<file path="src/rtl/fused_mac_pipe_acc.sv">
// fused_mac_pipe_acc
// This is a two-stage signed multiply-accumulate pipeline. It has two modes:
//   - full mode: a single A_W x B_W product is accumulated into a FULL_W
//     accumulator. That accumulator is sign-extended onto `out`.
//   - split mode: `b` holds two signed halves. Each half is multiplied by `a`
//     and accumulated into its own LANE_W lane. No carry crosses between lanes.
// The accumulator is cleared when a beat carries `clr`, and also when a beat's
// mode differs from the mode of the previous accumulated beat.
//
// Ports
//   clk        rising-edge clock
//   rst_n      synchronous active-low reset
//   in_valid   an input beat is offered
//   in_ready   the block accepts the beat this cycle
//   a          signed multiplicand (A_W bits)
//   b          signed multiplier (B_W bits), or two signed halves in split mode
//   split      1 = two lanes, 0 = one full-width product
//   clr        this beat accumulates from zero
//   out_valid  a new accumulation result is present on `out`
//   out_ready  the consumer takes the result
//   out        accumulator contents (2*LANE_W bits)
//   ovf        sticky signed-overflow flag
//
// Parameter constraints: B_W must be even, A_W+B_W <= FULL_W <= 2*LANE_W,
// and LANE_W >= A_W+B_W/2.

module fused_mac_pipe_acc #(
  parameter int A_W    = 8,
  parameter int B_W    = 8,
  parameter int FULL_W = 32,
  parameter int LANE_W = 24
) (
  input  logic                  clk,
  input  logic                  rst_n,
  input  logic                  in_valid,
  output logic                  in_ready,
  input  logic [A_W-1:0]        a,
  input  logic [B_W-1:0]        b,
  input  logic                  split,
  input  logic                  clr,
  output logic                  out_valid,
  input  logic                  out_ready,
  output logic [2*LANE_W-1:0]   out,
  output logic                  ovf
);

  localparam int H_W   = B_W / 2;
  localparam int P_W   = A_W + B_W;
  localparam int PH_W  = A_W + H_W;
  localparam int OUT_W = 2 * LANE_W;

  // ---------------------------------------------------------------------------
  // Product generation (combinational, registered in stage 1)
  // ---------------------------------------------------------------------------
  logic signed [A_W-1:0]  a_s;
  logic signed [B_W-1:0]  b_s;
  logic signed [H_W-1:0]  b_lo;
  logic signed [H_W-1:0]  b_hi;
  logic signed [P_W-1:0]  prod_full;
  logic signed [PH_W-1:0] prod_lo;
  logic signed [PH_W-1:0] prod_hi;

  assign a_s  = a;
  assign b_s  = b;
  assign b_lo = b[H_W-1:0];
  assign b_hi = b[B_W-1:H_W];

  // Both operands are widened to the product width before multiplying.
  // This keeps the multiply signed and exact.
  assign prod_full = P_W'(a_s) * P_W'(b_s);
  assign prod_lo   = PH_W'(a_s) * PH_W'(b_lo);
  assign prod_hi   = PH_W'(a_s) * PH_W'(b_hi);

  // ---------------------------------------------------------------------------
  // Handshake
  // ---------------------------------------------------------------------------
  logic s1_valid;
  logic s1_split;
  logic s1_clr;
  logic signed [P_W-1:0]  s1_full;
  logic signed [PH_W-1:0] s1_lo;
  logic signed [PH_W-1:0] s1_hi;
  logic prev_split;
  logic load_s2;
  logic accept;

  // Stage 1 drains whenever the accumulator is free or is being read this
  // cycle. The input is blocked only when both stages hold data and the
  // output is stalled. This is built from registers and out_ready only,
  // so in_valid has no combinational path to in_ready.
  assign load_s2  = s1_valid && (!out_valid || out_ready);
  assign in_ready = !(s1_valid && out_valid && !out_ready);
  assign accept   = in_valid && in_ready;

  // ---------------------------------------------------------------------------
  // Accumulate arithmetic
  // ---------------------------------------------------------------------------
  logic                     base_zero;
  logic signed [FULL_W-1:0] base_full;
  logic signed [FULL_W-1:0] add_full;
  logic signed [FULL_W-1:0] sum_full;
  logic signed [LANE_W-1:0] base_lo;
  logic signed [LANE_W-1:0] base_hi;
  logic signed [LANE_W-1:0] add_lo;
  logic signed [LANE_W-1:0] add_hi;
  logic signed [LANE_W-1:0] sum_lo;
  logic signed [LANE_W-1:0] sum_hi;
  logic                     ovf_full;
  logic                     ovf_lo;
  logic                     ovf_hi;
  logic                     beat_ovf;
  logic [OUT_W-1:0]         next_out;

  // A change of mode restarts accumulation, exactly as clr does. The value
  // held in the other mode's layout has no meaning in this mode.
  assign base_zero = s1_clr || (s1_split != prev_split);

  assign base_full = base_zero ? '0 : out[FULL_W-1:0];
  assign base_lo   = base_zero ? '0 : out[LANE_W-1:0];
  assign base_hi   = base_zero ? '0 : out[OUT_W-1:LANE_W];

  assign add_full = FULL_W'(s1_full);
  assign add_lo   = LANE_W'(s1_lo);
  assign add_hi   = LANE_W'(s1_hi);

  assign sum_full = base_full + add_full;
  assign sum_lo   = base_lo + add_lo;
  assign sum_hi   = base_hi + add_hi;

  // Signed overflow occurs when both operands have the same sign and the
  // sign of the sum differs from it.
  assign ovf_full = (base_full[FULL_W-1] == add_full[FULL_W-1]) &&
                    (sum_full[FULL_W-1] != base_full[FULL_W-1]);
  assign ovf_lo   = (base_lo[LANE_W-1] == add_lo[LANE_W-1]) &&
                    (sum_lo[LANE_W-1] != base_lo[LANE_W-1]);
  assign ovf_hi   = (base_hi[LANE_W-1] == add_hi[LANE_W-1]) &&
                    (sum_hi[LANE_W-1] != base_hi[LANE_W-1]);

  assign beat_ovf = s1_split ? (ovf_lo || ovf_hi) : ovf_full;
  assign next_out = s1_split ? {sum_hi, sum_lo} : OUT_W'(sum_full);

  // ---------------------------------------------------------------------------
  // Stage 1: registered products plus the beat's control bits
  // ---------------------------------------------------------------------------
  always_ff @(posedge clk) begin
    if (!rst_n) begin
      s1_valid <= 1'b0;
      s1_split <= 1'b0;
      s1_clr   <= 1'b0;
      s1_full  <= '0;
      s1_lo    <= '0;
      s1_hi    <= '0;
    end else begin
      if (accept) begin
        s1_valid <= 1'b1;
        s1_split <= split;
        s1_clr   <= clr;
        s1_full  <= prod_full;
        s1_lo    <= prod_lo;
        s1_hi    <= prod_hi;
      end else if (load_s2) begin
        s1_valid <= 1'b0;
      end
    end
  end

  // ---------------------------------------------------------------------------
  // Stage 2: accumulator register, which drives `out` directly
  // ---------------------------------------------------------------------------
  // The accumulator keeps its value after being read. Only out_valid drops.
  always_ff @(posedge clk) begin
    if (!rst_n) begin
      out        <= '0;
      ovf        <= 1'b0;
      out_valid  <= 1'b0;
      prev_split <= 1'b0;
    end else if (load_s2) begin
      out        <= next_out;
      ovf        <= base_zero ? beat_ovf : (ovf || beat_ovf);
      out_valid  <= 1'b1;
      prev_split <= s1_split;
    end else if (out_ready) begin
      out_valid  <= 1'b0;
    end
  end

endmodule

</file>
<file path="config.mk">
export PLATFORM = sky130hd
export DESIGN_NAME = fused_mac_pipe_acc
export DESIGN_NICKNAME = d
export VERILOG_FILES = /design/src/rtl/fused_mac_pipe_acc.sv
export SDC_FILE = /design/constraint.sdc
export NUM_CORES = 1
export LEC_CHECK = 0
export ABC_AREA = 1
export BUFFER_PORTS_ARGS = -buffer_cell sky130_fd_sc_hd__buf_2
export CAP_MARGIN = 15
export CORE_UTILIZATION = 45
export DETAILED_ROUTE_END_ITERATION = 16
export PLACE_DENSITY = 0.71
export SLEW_MARGIN = 20
export SYNTH_ARGS = -nofsm -noshare
export SYNTH_HDL_FRONTEND = slang
export SYNTH_SLANG_ARGS = --single-unit
</file>
<file path="constraint.sdc">
create_clock -name clk -period 6.9 [get_ports clk]
set_input_delay 0.69 -clock clk [delete_from_list [all_inputs] [get_ports clk]]
set_output_delay 0.69 -clock clk [all_outputs]
set_load 0.1 [all_outputs]
</file>
==> results of run 1 <==
## Yosys cell counts (all sizes together)
cell type  instances  area share
buf               17      0.0060
xor2              25       0.017
nor3              13      0.0049
nand2            481        0.14
nor3b              1     0.00057
dfxtp             92        0.14
or2               10      0.0048
nor2             225       0.066
nand4             31       0.015
o21ai            128       0.049
o22ai              3      0.0014
clkbuf            36       0.010
nor4               1     0.00048
a21o               3      0.0017
fa                84        0.13
clkinv             2     0.00057
xnor2             18       0.012
o21bai            15      0.0086
nand3            118       0.046
o31ai              5      0.0029
nand3b            11      0.0072
ha               141        0.13
inv              415        0.12
and2               1     0.00048
and3               1     0.00048
o21a               4      0.0023
a21boi             2      0.0011
a31oi              3      0.0014
a21oi            189       0.075
o211ai            11      0.0063
## metal layers
layer	vias to the layer above	global-route usage	routed length [um]
li1	6662	-	-
met2	453	0.402	16200
met1	6052	0.374	18700
met5	-	0	0
met4	0	0.0881	950
met3	53	0.0334	2410
## worst reg2reg max path, delay by kind of cell (launching register included)
| kind | cells | cell delay [ns] |
|---|---|---|
| and+or+nand+nor | 12 | 2.22 |
| buffers and inverters | 3 | 0.83 |
| adders and majority gates | 1 | 0.41 |
| DFF | 1 | 0.32 |
| AOI/OAI and AO/OA | 1 | 0.28 |
## area by class of cell
class | instances | share of cell area
Antenna cell | 1 | 0.000177
Clock buffer | 11 | 0.0172
Clock inverter | 4 | 0.00240
Inverter | 417 | 0.111
Multi-Input combinational cell | 1524 | 0.677
Sequential cell | 92 | 0.131
Tap cell | 384 | 0.0341
Timing Repair Buffer | 75 | 0.0271
## where the power goes
| group | internal, uW | switching, uW | total (uW) |
|---|---|---|---|
| clock network | 255 | 231 | 486 |
| logic | 729 | 1400 | 2130 |
| registers | 611 | 87.5 | 698 |
| total | 1600 | 1720 | 3320 |
## how the worst max path moves through the flow
stage	from	to	slack [ns]	depth (start not counted)
5_1_grt	a[7]	s1_full[15]	2.02	17
6_report	b[7]	s1_full[15]	2.35	16
2_1_floorplan	a[7]	s1_full[15]	2.28	17
4_1_cts	b[7]	s1_full[15]	2.33	16
3_3_place_gp	b[7]	s1_full[15]	2.05	16
3_5_place_dp	b[7]	s1_full[15]	1.95	16
## flip-flops by register name (all words and copies together) (netlist names)
| name | count |
|---|---|
| s1_lo | 10 |
| out | 48 |
| s1_split | 1 |
| prev_split | 1 |
| out_valid | 1 |
| s1_clr | 1 |
| s1_hi | 12 |
| s1_valid | 1 |
| ovf | 1 |
| s1_full | 16 |
## logic make-up after synthesis
kind of cell | after synthesis | synth area share
simple gates | 893 | 0.285
buf+inv | 470 | 0.135
compound gates | 363 | 0.150
fa+ha+maj | 225 | 0.262
flops | 92 | 0.140
xor+xnor | 43 | 0.0286
## per-stage QoR
stage	cell area [sq um]	util	setup slack (ns)	total power, uW	std cells
global placement	13800	0.480	2.05	2780	2492
global route	14100	0.490	2.02	3640	2507
finish	14100	0.490	2.35	3320	2508
detailed placement	13800	0.480	1.95	2820	2492
floorplan	13200	-	2.28	2350	2086
CTS	14100	0.490	2.33	3320	2507
==> out/qor.yml, run 1 <==
cts:
  clk_latency_ns: 0.36
  root_buffer: "clkbuf_16"
  h-tree-depth: 3
  post-cts-setup-buffer-count: 0
  cts_resized: 0
  ctsHoldBuffers: 0
  numCtsBuffers: 9
  path_clk_slew_ns: 0.07
  cts_tree: "built"
  cts_max_path_buffers: 2
  cts.sink_count: 92
critical_path:
  crit_fanout: 9
  slowest_delay_ns: 0.55
  worst_r2r_path_depth: 17
  start_kind: "input port"
  regToRegSetupSlack_ns: 2.79
  r2r_end: "out[35]"
  rr_startpoint: "s1_split"
  crit_family: "adder cells"
  critPathRequiredTime_ns: 7.15
  cp.arrival_ns: 4.80
  path_common_cell: "fa_1"
  critPathBufInv: 5
  cp_slowest_cell: "fa_1"
  crit_path_end_kind: "flip-flop"
  critPathKind: "input port to flip-flop"
  cp_cell_sequence: "buf_2 > clkinv_1 > or2_2 > fa_1 > fa_1 > fa_1 > fa_1 > inv_1 > ha_1 > inv_1 > nor3_1 > nand3_1 > nand4_1 > xnor2_1 > o21ai_0 > inv_1"
global_route:
  grt_pass1_wl_um: 63200
  overflow: 0
  grt_max_degree: 55
  antenna_found_initial: 1
  grt.total_usage: 0.261
  grt_pass1_vias: 12546
sta:
  rsz0062_at_grt: "false"
  finalCriticalPeriod_ns: 4.55
  slew-limit-headroom: 0.293
  fmax_mhz: 220
  finalCritPeriodShare: 0.660
  hold_violations: 0
  report.final.slew_viol_count: 0
  fin_hold_ws_ns: 0.472
  tns_ns: 0
  setup_violations: 0
  worst_pin_slew_ns: 1.06
  finalClockSkew_ns: 0.00975
layout:
  num-fill-cells: 3035
  multiInputGateArea_sq_mm: 0.00955
  areaGrowthSynthToFinish_pct: 7.11
  layout_commonest_cell: "nand2_1"
  final_cell_mix: "468 x nand2_1, 407 x inv_1, 217 x nor2_1, 178 x a21oi_1, 141 x ha_1"
  finalNetCount: 2366
  seqCellArea_sq_mm: 0.00184
  drive_gt1_frac: 0.0659
die:
  fp.dieH_um: 173
  core_area_sq_mm: 0.0288
  start_util: 0.457
  boundaryPins: 73
  dieArea_sq_mm: 0.0299
  row_count: 62
  die_w_um: 173
synth:
  synth_cell_types: 44
  yosysWarnings: 0
  ys_seq_area_frac: 0.140
  synth_area_sq_mm: 0.0132
  avgSynthCellArea_sq_um: 6.31
  syn_nets: 2333
  synthCells: 2086
  ys_ff_latch: 92
status:
  status: "complete, no violations"
worst_hold_path:
  worst_hold_path.num_cells: 2
  min_to: "out[1]"
  holdCritPathClass: "flip-flop to flip-flop"
  hold_start: "out[1]"
placed_design:
  io_buffers: 72
  gp_congestion: 0.970
  place_hpwl_um: 31000
detailed_routing:
  wl_per_cell_um: 15.3
  drt-pass1-iter-count: 6
  routed_via_density: 5.27
  wl_um: 38300
  drt_iter0_drc: 1015
  vias: 13220
  drc_errors: 0
  ant_nets: 0
power:
  pwr_density_cell_mw_per_mm2: 235
  p_leak_uw: 0.00777
  ir_drop_mv: 0.126
run:
  maxCapViolations: 0
Power figures use the tool's default switching activity.
==> run 2: changes to the inputs <==
PLACE_DENSITY = 0.73   (was 0.71)
clock period = 4.07 ns   (was 6.9 ns; I/O delays follow)
==> run 2 against run 1 <==
Effect of this change: count of clock-buffer cells in the layout decreased by 2; clock power grew 92%; worst hold slack worse by 0.14 ns; die area unchanged; sequential power is 69% higher; worst setup slack got worse by 2.2 ns; sequential share of layout area is 0.63 points lower; register-to-register slack worse by 2.3 ns; via count grew 1.5%; largest cell class unchanged; core utilization up 2.5 points; critical path type unchanged.
==> out/qor.yml, run 2 (same netlist as run 1, synthesis figures left out) <==
power:
  power.switching_uw: 3030  # was 1720 uW
  pwr-share-comb: 0.655  # was 0.643
  p_leak_uw: 0.00817  # was 0.00777 uW
  seqPwrFrac: 0.193  # was 0.211
  clock_power_share: 0.152  # was 0.146
  ir_drop_mv: 0.227  # was 0.126 mV
  pwr_density_cell_mw_per_mm2: 413  # was 235 mW/mm^2
  switching_share: 0.495  # was 0.519
  internal_power_uw: 3090  # was 1600 uW
cts:
  cts.sink_count: 92  # unchanged
  h-tree-depth: 3  # unchanged
  path_clk_slew_ns: 0.06  # was 0.07 ns
  numCtsBuffers: 9  # unchanged
  ctsHoldBuffers: 0  # unchanged
  cts_max_path_buffers: 2  # unchanged
  clk_latency_ns: 0.37  # was 0.36 ns
  cts_resized: 0  # unchanged
  cts_tree: "built"  # unchanged
  post-cts-setup-buffer-count: 0  # unchanged
  root_buffer: "clkbuf_16"  # unchanged
sta:
  rsz0062_at_grt: "true"  # was false
  report.final.slew_viol_count: 0  # unchanged
  finalCritPeriodShare: 0.953
  hold_violations: 0  # unchanged
  slew-limit-headroom: 0.367  # was 0.293
  fmax_mhz: 258
  setup_violations: 0  # unchanged
  finalClockSkew_ns: 0.0141  # was 0.00975 ns
  worst_pin_slew_ns: 0.948  # was 1.06 ns
  finalCriticalPeriod_ns: 3.88
  tns_ns: 0  # unchanged
layout:
  areaGrowthSynthToFinish_pct: 12.5  # was 7.11%
  final_cell_mix: "463 x nand2_1, 403 x inv_1, 217 x nor2_1, 175 x a21oi_1, 138 x ha_1"  # was 468 x nand2_1, 407 x inv_1, 217 x nor2_1, 178 x a21oi_1, 141 x ha_1
  num-fill-cells: 2918  # was 3035
  largest_register_ffs: 48  # unchanged
  finalNetCount: 2444  # was 2366
  top_regs: "out: 48 flops, s1_full: 16 flops, s1_hi: 12 flops"  # unchanged
  finalNonFillerCells: 2585  # was 2508
  drive_gt1_frac: 0.108  # was 0.0659
  largest_register: "out"  # unchanged
  stdcell_area_sq_mm: 0.0148  # was 0.0141 sq mm
  layout_commonest_cell: "nand2_1"  # unchanged
global_route:
  grt_pass1_vias: 12803  # was 12546
  overflow: 0  # unchanged
  grt_max_degree: 53  # was 55
  grt_pass1_wl_um: 64500  # was 63200 um
  antenna_found_initial: 1  # unchanged
  grt.total_usage: 0.266  # was 0.261
die:
  boundaryPins: 73  # unchanged
  row_count: 62  # unchanged
  die_w_um: 173  # unchanged
  dieArea_sq_mm: 0.0299  # unchanged
  fp.dieH_um: 173  # unchanged
  core_area_sq_mm: 0.0288  # unchanged
  start_util: 0.457  # unchanged
detailed_routing:
  drt_iter0_drc: 1081  # was 1015
  ant_nets: 0  # unchanged
  wl_um: 39300  # was 38300 um
  wl_per_cell_um: 15.2  # was 15.3 um
  vias: 13422  # was 13220
  routed_via_density: 5.19  # was 5.27
  drt-pass1-iter-count: 9  # was 6
  drc_errors: 0  # unchanged
placed_design:
  placed_cell_area_sq_mm: 0.0145  # was 0.0138 sq mm
  gp_congestion: 0.996  # was 0.970
  place_hpwl_um: 31800  # was 31000 um
  io_buffers: 72  # unchanged
  placedCellCount: 2570  # was 2492
critical_path:
  critPathRequiredTime_ns: 4.33  # was 7.15 ns
  crit_path_end_kind: "flip-flop"  # unchanged
  cp.arrival_ns: 4.14  # was 4.80 ns
  critPathKind: "input port to flip-flop"  # unchanged
  crit_fanout: 6  # was 9
  start_kind: "input port"  # unchanged
run:
  maxCapViolations: 0  # unchanged
worst_hold_path:
  holdCritPathClass: "input port to flip-flop"  # was flip-flop to flip-flop
status:
  status: "complete, no violations"  # unchanged
==> run 2: area by class of cell <==
| cell class | instances | area [sq um] | area share |
|---|---|---|---|
| multi-input cells | 1524 | 9640 | 0.651 |
| flip-flops and latches | 92 | 1840 | 0.124 |
| inverters | 417 | 1570 | 0.106 |
| repair buffers | 153 | 973 | 0.0657 |
| well taps | 384 | 480 | 0.0324 |
| clock buffers | 9 | 225 | 0.0152 |
| clock inverters | 5 | 85.1 | 0.00574 |
| diodes | 1 | 2.50 | 0.000169 |
==> run 2: worst paths after layout <==
| check | startpoint | endpoint | slack [ns] | cells past startpoint |
|---|---|---|---|---|
| worst max-delay path | b[7] | s1_full[13] | 0.19 | 20 |
| worst min-delay path | clr | s1_clr | 0.33 | 3 |
| worst max register to register | s1_split | out[34] | 0.53 | 19 |
| worst min register to register | out[0] | out[0] | 0.47 | 2 |
==> run 2: routing by layer <==
metal  global-route usage  vias up  routed length [um]
li1                     -     6823                   -
met1                0.363     6108               18200
met2                0.442      440               17800
met3               0.0308       51                2410
met4               0.0760        0                 848
met5                    0        -                   0
==> run 2: power groups by stage <==
| stage | clock, uW | sequential [uW] | combinational [uW] |
|---|---|---|---|
| global route | 976 | 1200 | 4520 |
| global placement | 0 | 1200 | 3880 |
| CTS | 943 | 1180 | 3960 |
| detailed placement | 0 | 1200 | 3930 |
| finish | 931 | 1180 | 4010 |
| floorplan | 0 | 1470 | 2570 |
==> run 2: per-stage QoR <==
step / hold slack (ns) / utilization / setup WS (ns) / total power, uW
floorplan: 0.450 / - / -0.00290 / 4040
global placement: 0.459 / 0.502 / -0.201 / 5080
detailed placement: 0.464 / 0.503 / -0.248 / 5120
CTS: 0.315 / 0.513 / 0.124 / 6080
global route: 0.351 / 0.515 / -0.0505 / 6690
finish: 0.331 / 0.515 / 0.191 / 6120
==> run 2: critical path, cell delays in order <==
cell and delay (ns):
buf_2 0.10, clkinv_2 0.09, buf_4 0.15, fa_1 0.52, inv_1 0.05, fa_1 0.50
inv_1 0.05, fa_1 0.46, fa_1 0.54, inv_1 0.04, ha_1 0.34, nand2_1 0.11
inv_1 0.05, a21oi_2 0.16, o21ai_1 0.11, a21oi_1 0.18, or2_1 0.12, nand3_1 0.06
nand2_1 0.08, inv_1 0.03
